`src/rtl/mem_port_arbiter.sv`:
```
// +--------------------------------------------------------------------------+
// | mem_port_arbiter: shares one memory port between the IF and MEM stages   |
// | Rev 1.0                                                                  |
// +--------------------------------------------------------------------------+
`default_nettype none

module mem_port_arbiter #(
  parameter int LATENCY    = 2,
  parameter int STARVE_MAX = 4
) (
  input  logic        CLK,
  input  logic        reset,
  // instruction fetch requester
  input  logic        if_req,
  input  logic [63:0] if_addr,
  output logic [31:0] if_rdata,
  output logic        if_valid,
  output logic        if_stall,
  // data requester
  input  logic        dm_req,
  input  logic        dm_we,
  input  logic [63:0] dm_addr,
  input  logic [63:0] dm_wdata,
  output logic [63:0] dm_rdata,
  output logic        dm_valid,
  output logic        dm_stall,
  // memory port
  output logic        mem_en,
  output logic        mem_we,
  output logic [63:0] mem_addr,
  output logic [63:0] mem_wdata,
  input  logic [63:0] mem_rdata,
  output logic        busy
);

  localparam int SW = $clog2(STARVE_MAX + 1);
  localparam logic [SW-1:0] c_STARVE_MAX = SW'(STARVE_MAX);
  localparam logic [3:0]    c_LATENCY    = 4'(LATENCY);

  typedef enum logic [1:0] {
    IDLE  = 2'd0,
    ISSUE = 2'd1,
    WAIT  = 2'd2,
    RESP  = 2'd3
  } state_t;

  state_t        r_state;
  logic          r_owner_dm;
  logic [3:0]    r_lat;
  logic [SW-1:0] r_starve;
  logic          r_mem_en;
  logic          r_mem_we;
  logic          r_we;
  logic [63:0]   r_mem_addr;
  logic [63:0]   r_mem_wdata;
  logic [31:0]   r_if_rdata;
  logic [63:0]   r_dm_rdata;
  logic          r_if_valid;
  logic          r_dm_valid;

  logic          w_fetch_forced;
  logic          w_grant_dm;
  logic          w_grant_if;

  // Data normally wins (older instruction); a starved fetch overrides it.
  assign w_fetch_forced = if_req & dm_req & (r_starve == c_STARVE_MAX);
  assign w_grant_dm     = dm_req & ~w_fetch_forced;
  assign w_grant_if     = if_req & ~w_grant_dm;

  always_ff @(posedge CLK) begin
    if (reset) begin
      r_state     <= IDLE;
      r_owner_dm  <= 1'b0;
      r_lat       <= 4'd0;
      r_starve    <= '0;
      r_mem_en    <= 1'b0;
      r_mem_we    <= 1'b0;
      r_we        <= 1'b0;
      r_mem_addr  <= 64'd0;
      r_mem_wdata <= 64'd0;
      r_if_rdata  <= 32'd0;
      r_dm_rdata  <= 64'd0;
      r_if_valid  <= 1'b0;
      r_dm_valid  <= 1'b0;
    end else begin
      r_if_valid <= 1'b0;
      r_dm_valid <= 1'b0;
      case (r_state)
        IDLE: begin
          if (w_grant_dm || w_grant_if) begin
            r_owner_dm <= w_grant_dm;
            r_we       <= w_grant_dm & dm_we;
            r_mem_we   <= w_grant_dm & dm_we;
            r_mem_en   <= 1'b1;
            r_state    <= ISSUE;
            if (w_grant_dm) begin
              r_mem_addr  <= dm_addr;
              r_mem_wdata <= dm_wdata;
              if (if_req && (r_starve != c_STARVE_MAX)) begin
                r_starve <= r_starve + SW'(1);
              end
            end else begin
              r_mem_addr <= if_addr;
              r_starve   <= '0;
            end
          end
        end
        ISSUE: begin
          r_mem_en <= 1'b0;
          r_mem_we <= 1'b0;
          r_lat    <= c_LATENCY;
          r_state  <= WAIT;
        end
        WAIT: begin
          r_lat <= r_lat - 4'd1;
          // Counter at 1 marks the cycle in which mem_rdata is valid.
          if (r_lat == 4'd1) begin
            r_state <= RESP;
            if (r_owner_dm) begin
              r_dm_valid <= 1'b1;
              if (!r_we) begin
                r_dm_rdata <= mem_rdata;
              end
            end else begin
              r_if_valid <= 1'b1;
              r_if_rdata <= mem_rdata[31:0];
            end
          end
        end
        RESP: begin
          r_state <= IDLE;
        end
        default: begin
          r_state <= IDLE;
        end
      endcase
    end
  end

  assign mem_en    = r_mem_en;
  assign mem_we    = r_mem_we;
  assign mem_addr  = r_mem_addr;
  assign mem_wdata = r_mem_wdata;
  assign if_rdata  = r_if_rdata;
  assign dm_rdata  = r_dm_rdata;
  assign if_valid  = r_if_valid;
  assign dm_valid  = r_dm_valid;
  assign if_stall  = if_req & ~r_if_valid;
  assign dm_stall  = dm_req & ~r_dm_valid;
  assign busy      = (r_state != IDLE);

endmodule

`default_nettype wire

```
`config.mk`:
```
export PLATFORM = sky130hd
export DESIGN_NAME = mem_port_arbiter
export DESIGN_NICKNAME = d
export VERILOG_FILES = /design/src/rtl/mem_port_arbiter.sv
export SDC_FILE = /design/constraint.sdc
export NUM_CORES = 1
export LEC_CHECK = 0
export ABC_CLOCK_PERIOD_IN_PS = 3500
export BUFFER_PORTS_ARGS = -buffer_cell sky130_fd_sc_hd__buf_2
export CAP_MARGIN = 20
export CORE_AREA = 3 3 191 193
export DETAILED_ROUTE_END_ITERATION = 7
export DIE_AREA = 0 0 194 196
export GPL_TIMING_DRIVEN = 0
export HOLD_SLACK_MARGIN = 0.05
export PLACE_DENSITY_LB_ADDON = 0.2
export SLEW_MARGIN = 0
export SYNTH_ARGS = -nofsm -noshare
export SYNTH_HDL_FRONTEND = slang
export SYNTH_SLANG_ARGS = --single-unit
```
`constraint.sdc`:
```
create_clock -name CLK -period 3.5 [get_ports CLK]
set_input_delay 0.35 -clock CLK [delete_from_list [all_inputs] [get_ports CLK]]
set_output_delay 0.35 -clock CLK [all_outputs]
set_load 0.01 [all_outputs]
```
Word level (Yosys, flattened, before mapping). Index checks and enable logic that the tools add are counted.

Div/mod/pow operators: 0. Bitwise logic cells: 15. $lt $le $gt $ge: 0. Shift operators: 0. Equality and inequality tests: 9. $mul: 0. Mux-type cells: 13. $add $sub $neg: 2. Reductions and logical operators: 14.

Operators with widths (number): 2-to-1 mux 64 bit (1); AND reduction 3 bit (3); NOT 1 bit (8); case mux 2 bit (4 select lines) (1); case mux 4 bit (2 select lines) (1); AND 1 bit (7); 2-to-1 mux 3 bit (2); AND reduction 2 bit (3); nonzero test 2 bit (3); equality test 2 bit (second input constant) (2); equality test 4 x 1 -> 1 bit (second input constant) (1); 2-to-1 mux 1 bit (4); 2-to-1 mux 2 bit (2); inequality test 2 bit (second input constant) (2); case mux 1 bit (2 select lines) (2); AND reduction 4 bit (1); subtractor 4 x 1 -> 4 bit (second input constant) (1); adder 3 x 1 -> 3 bit (second input constant) (1); equality test 3 bit (second input constant) (1); inequality test 3 bit (second input constant) (1); OR reduction 3 bit (1); equality test 2 x 1 -> 1 bit (second input constant) (1); zero test 2 bit (1); inequality test 2 x 1 -> 1 bit (second input constant) (1); 2 further kinds (2).

Flip-flop bits (word level): 239. Memories: 0. ROM bits: 0. Latch bits: 0. RAM bits: 0.

Depth between registers and ports, before layout.
Depth in word-level cells: 9. Mapped depth: 9.

Worst setup path after synthesis. OpenSTA, ideal clock, no wires.

Kind: register to register. Start: register r_state[0]. End: register r_dm_rdata[47] (netlist: dm_rdata[47]). Data required time: 3.368 ns. Cell stages (with the launch flop): 10. Setup slack: 1.938 ns. Arrival: 1.430 ns. Setup time: 0.132 ns. Path through: dfxtp_1 > inv_1 > ha_1 > buf_4 > and4bb_1 > buf_4 > buf_8 > buf_6 > nand4b_1 > a21oi_1.

Cells in the longest elaborated chain, start to end: 2.

Ends and longest elaborated chain: from (decl) (RTL line 47) `state_t r_state;`; from (signal assigned) (RTL line 72) `r_state <= IDLE;`; from (signal assigned) (RTL line 95) `r_state <= ISSUE;`; from (signal assigned) (RTL line 112) `r_state <= WAIT;`; equality test 2 bit (RTL line 88) `case (r_state)`; AND reduction 4 bit (no line); to (signal assigned) (RTL line 122) `r_dm_rdata <= mem_rdata;`; to (decl) (RTL line 57) `logic [63:0] r_dm_rdata;`.

No other way between the ends. A chain may end at the register's enable or synchronous reset.

Worst setup path after layout.
Start: register r_state[1]. End: output port busy.

Cells in the longest elaborated chain, start to end: 1.

Ends and longest elaborated chain: nonzero test 2 bit (RTL line 150) `assign busy = (r_state != IDLE);`; to (decl) (RTL line 33) `output logic busy`.

No other way between the ends.

==> metrics.cfg <==
[run_status]
status = finished clean

[hold_path]
holdCritPathClass = in2reg
whs_path_depth = 3

[finish]
synthToLayoutAreaGrowth_pct = 41.84
fin_nets = 2041
drive_above_1_share_pct = 33.33
fillers = 3620

[synthesis]
yosys_register_bits = 239
synthMuxAreaShare_pct = 0
yosysWarnings = 0
synth_flop_cell = dfxtp_1
synth.cell_area_mm2 = 0.01037
yosysSeqAreaShare_pct = 46.14
netlist_instances = 1216
synth_top_family_by_area = compound AO/OA/AOI/OAI gates
synth-xor-area-share_pct = 0
ys_async_sr_fraction_pct = 0
synth_edf_count = 0
avgSynthCellArea_um2 = 8.527
yosys.area_share.adder_pct = 0.8447
synth-simple-area-share_pct = 18.26
synth-compound-area-share_pct = 26.84
syn_nets = 1484
synth_cell_types = 39

[power]
p_leak_nw = 6.320
powerDensity_mw_per_mm2 = 654.5
peakVddDrop_mv = 0.3852

[sta]
slew_headroom_pct = 28.36
period_share_pct = 69.39
setup_viol = 0
hold_viol_final = 0
fin_skew_ps = 12.83
fin_tns_setup_ps = 0
layout_setup_ws_ps = 1071
tightestPinTransition_ps = 1075
drv_slew = 0
grt_setup_unrepaired = no
period_minus_slack_ps = 2429
fmax_ghz = 0.4117

[worst_setup_path]
critical-path-top-delay-family = buffers and inverters
worst-path-buf-inv = 5
path_max_fanout = 10
required_ps = 3150
max_stage_delay_ps = 380
crit_chain = inv_1 -> ha_1 -> buf_2 -> inv_1 -> clkbuf_1 -> buf_2
critical_path_cell_count = 6
cpMaxStageDelayCell = clkbuf_1
crit_arrival_ps = 2080
cp-end-kind = output port
reg2regPathDepth = 6
critPathKind = reg2out
cp-start-kind = flip-flop

[floorplan]
start_util_pct = 29.87
dieArea_mm2 = 0.03802
core_mm2 = 0.03471
die_width_um = 194
top_level_ports = 492
die_y_um = 196
row_count = 68

[global_route]
grt_usage_pct = 23.09
first_global_vias = 11910
overflow = 0
grt_start_max_net_pins = 14
antenna_found_initial = 5
grt_pass1_wl_um = 70970

[clocking]
root_buffer = clkbuf_16
cts_buffers = 29
cts_tree = yes
htree_levels = 1
clock-sinks = 239
cts_setup_buffers = 0
cts.clk_slew.worst_paths_ps = 60
clock_latency_ps = 540
clk_path_buf_depth = 3

[placed_design]
io_buffers = 489
hpwl_um = 35780
pre_cts_ws_ps = 1045
routabilityCongestion = 0.9353

[detailed_routing]
first_iter_violations = 673
wire_per_inst_um = 21.03
postRouteWirelength_um = 47450
drtPass1Iterations = 5
drc = 0
viasPerCell = 5.359
ant_nets = 0
num_vias = 12090

[job]
cap_viol_max_count = 0

==> flip-flops by register name (all words and copies together) (netlist names), 2 cells and up <==
name and cells:
mem_addr 64, if_rdata 32, dm_rdata 64, mem_wdata 64, r_lat 4, r_starve 3, r_state 2
==> per-layer routing <==
| layer | up-vias | part of all wire, % | GRT usage, % | routed length, um |
|---|---|---|---|---|
| met5 | - | 0 | 0 | 0 |
| met4 | 0 | 3.5 | 7.979 | 1643 |
| met3 | 85 | 7.9 | 5.753 | 3767 |
| met2 | 510 | 47 | 38.24 | 22340 |
| met1 | 5775 | 42 | 29.44 | 19700 |
| li1 | 5721 | - | - | - |
==> cells in the mapped netlist, types with 3 or more instances <==
library cell | number | area [um^2]
nor2_1 | 69 | 259.0
o21ai_1 | 11 | 55.05
nor2b_1 | 3 | 18.77
buf_4 | 11 | 82.58
nand3_1 | 98 | 490.5
nand2_1 | 7 | 26.28
buf_1 | 5 | 18.77
a21oi_1 | 167 | 835.8
o21ai_0 | 154 | 770.7
buf_6 | 6 | 67.56
nand4_1 | 67 | 419.2
o31ai_1 | 65 | 488.0
a311oi_1 | 65 | 569.3
ha_1 | 7 | 87.58
nor3_1 | 3 | 15.01
inv_1 | 11 | 41.29
dfxtp_1 | 239 | 4785
buf_2 | 46 | 230.2
nand4b_1 | 68 | 595.6
clkbuf_1 | 95 | 356.6
==> cells by family (layout without fill, tap and decap cells) <==
family	Yosys count	count (layout)
compound gates	470	470
flops	239	239
buf+inv	177	755
fa+ha+maj	7	7
simple gates	323	323
other cells	0	7
==> report_power, final <==
part	switching [mW]	internal, mW	leakage, nW
registers	0.245	3.17	1.95
clock network	1.18	1.79	0.456
logic	2.12	1.12	3.91
total	3.55	6.08	6.32
==> cells in the final DEF (no fill, tap or decap), types with 2 or more instances in the layout <==
cell type	synthesis	final
nor3_1	3	3
o21ai_1	11	11
buf_4	11	11
nand2_1	7	7
dfxtp_1	239	239
buf_1	5	5
buf_6	6	6
o21ai_0	154	154
a311oi_1	65	65
nand3_1	98	98
o31ai_1	65	65
clkbuf_16	0	29
diode_2	0	7
nor2b_1	3	3
a21oi_1	167	167
nor2_1	69	69
nand4_1	67	67
ha_1	7	7
nand4b_1	68	68
buf_2	46	535
inv_1	11	11
bufinv_16	0	2
clkbuf_1	95	105
clkinv_2	0	4
dlygate4sd3_1	0	37
clkbuf_8	0	6
==> worst paths after layout <==
path	startpoint	end	slack, ps
setup / recovery	r_state[1]	busy	1070
hold / removal	dm_wdata[22]	mem_wdata[22]	70
setup reg to reg	r_starve[0]	mem_addr[36]	1470
hold reg to reg	mem_wdata[39]	mem_wdata[39]	470
==> layout make-up <==
type                    count  area, um^2  area share [%]
repair buffers            526        2818           19.16
diodes                      7       17.52          0.1191
clock buffers              45       845.8           5.751
plain buffers             165       775.7           5.275
flip-flops and latches    239        4785           32.53
well taps                 455       569.3           3.871
clock inverters             7       87.58          0.5955
inverters                  12       45.04          0.3063
multi-input cells         800        4763           32.39
==> timing repair <==
item                      in CTS  in global routing
hold endpoints to repair      37                  0
hold buffers                  37                  0
resized for setup              0                  0
==> tightest hold or removal path, cell delays in order <==
cell,delay (ps)
buf_2,100
nand4_1,50
a21oi_1,60
==> through the flow <==
stage | instances | hold WS (ps) | utilization [%] | cell area (um^2) | power (mW)
global placement | 2160 | 452.1 | 38.56 | 13390 | 6.626
detailed placement | 2160 | 458.7 | 38.56 | 13390 | 6.644
global route | 2252 | 54.44 | 42.34 | 14700 | 10.16
CTS | 2249 | 50.12 | 42.32 | 14690 | 9.685
finish | 2256 | 71.68 | 42.37 | 14710 | 9.626
floorplan | 1216 | 448.6 | - | 10370 | 5.326
Power figures use the tool's default switching activity.
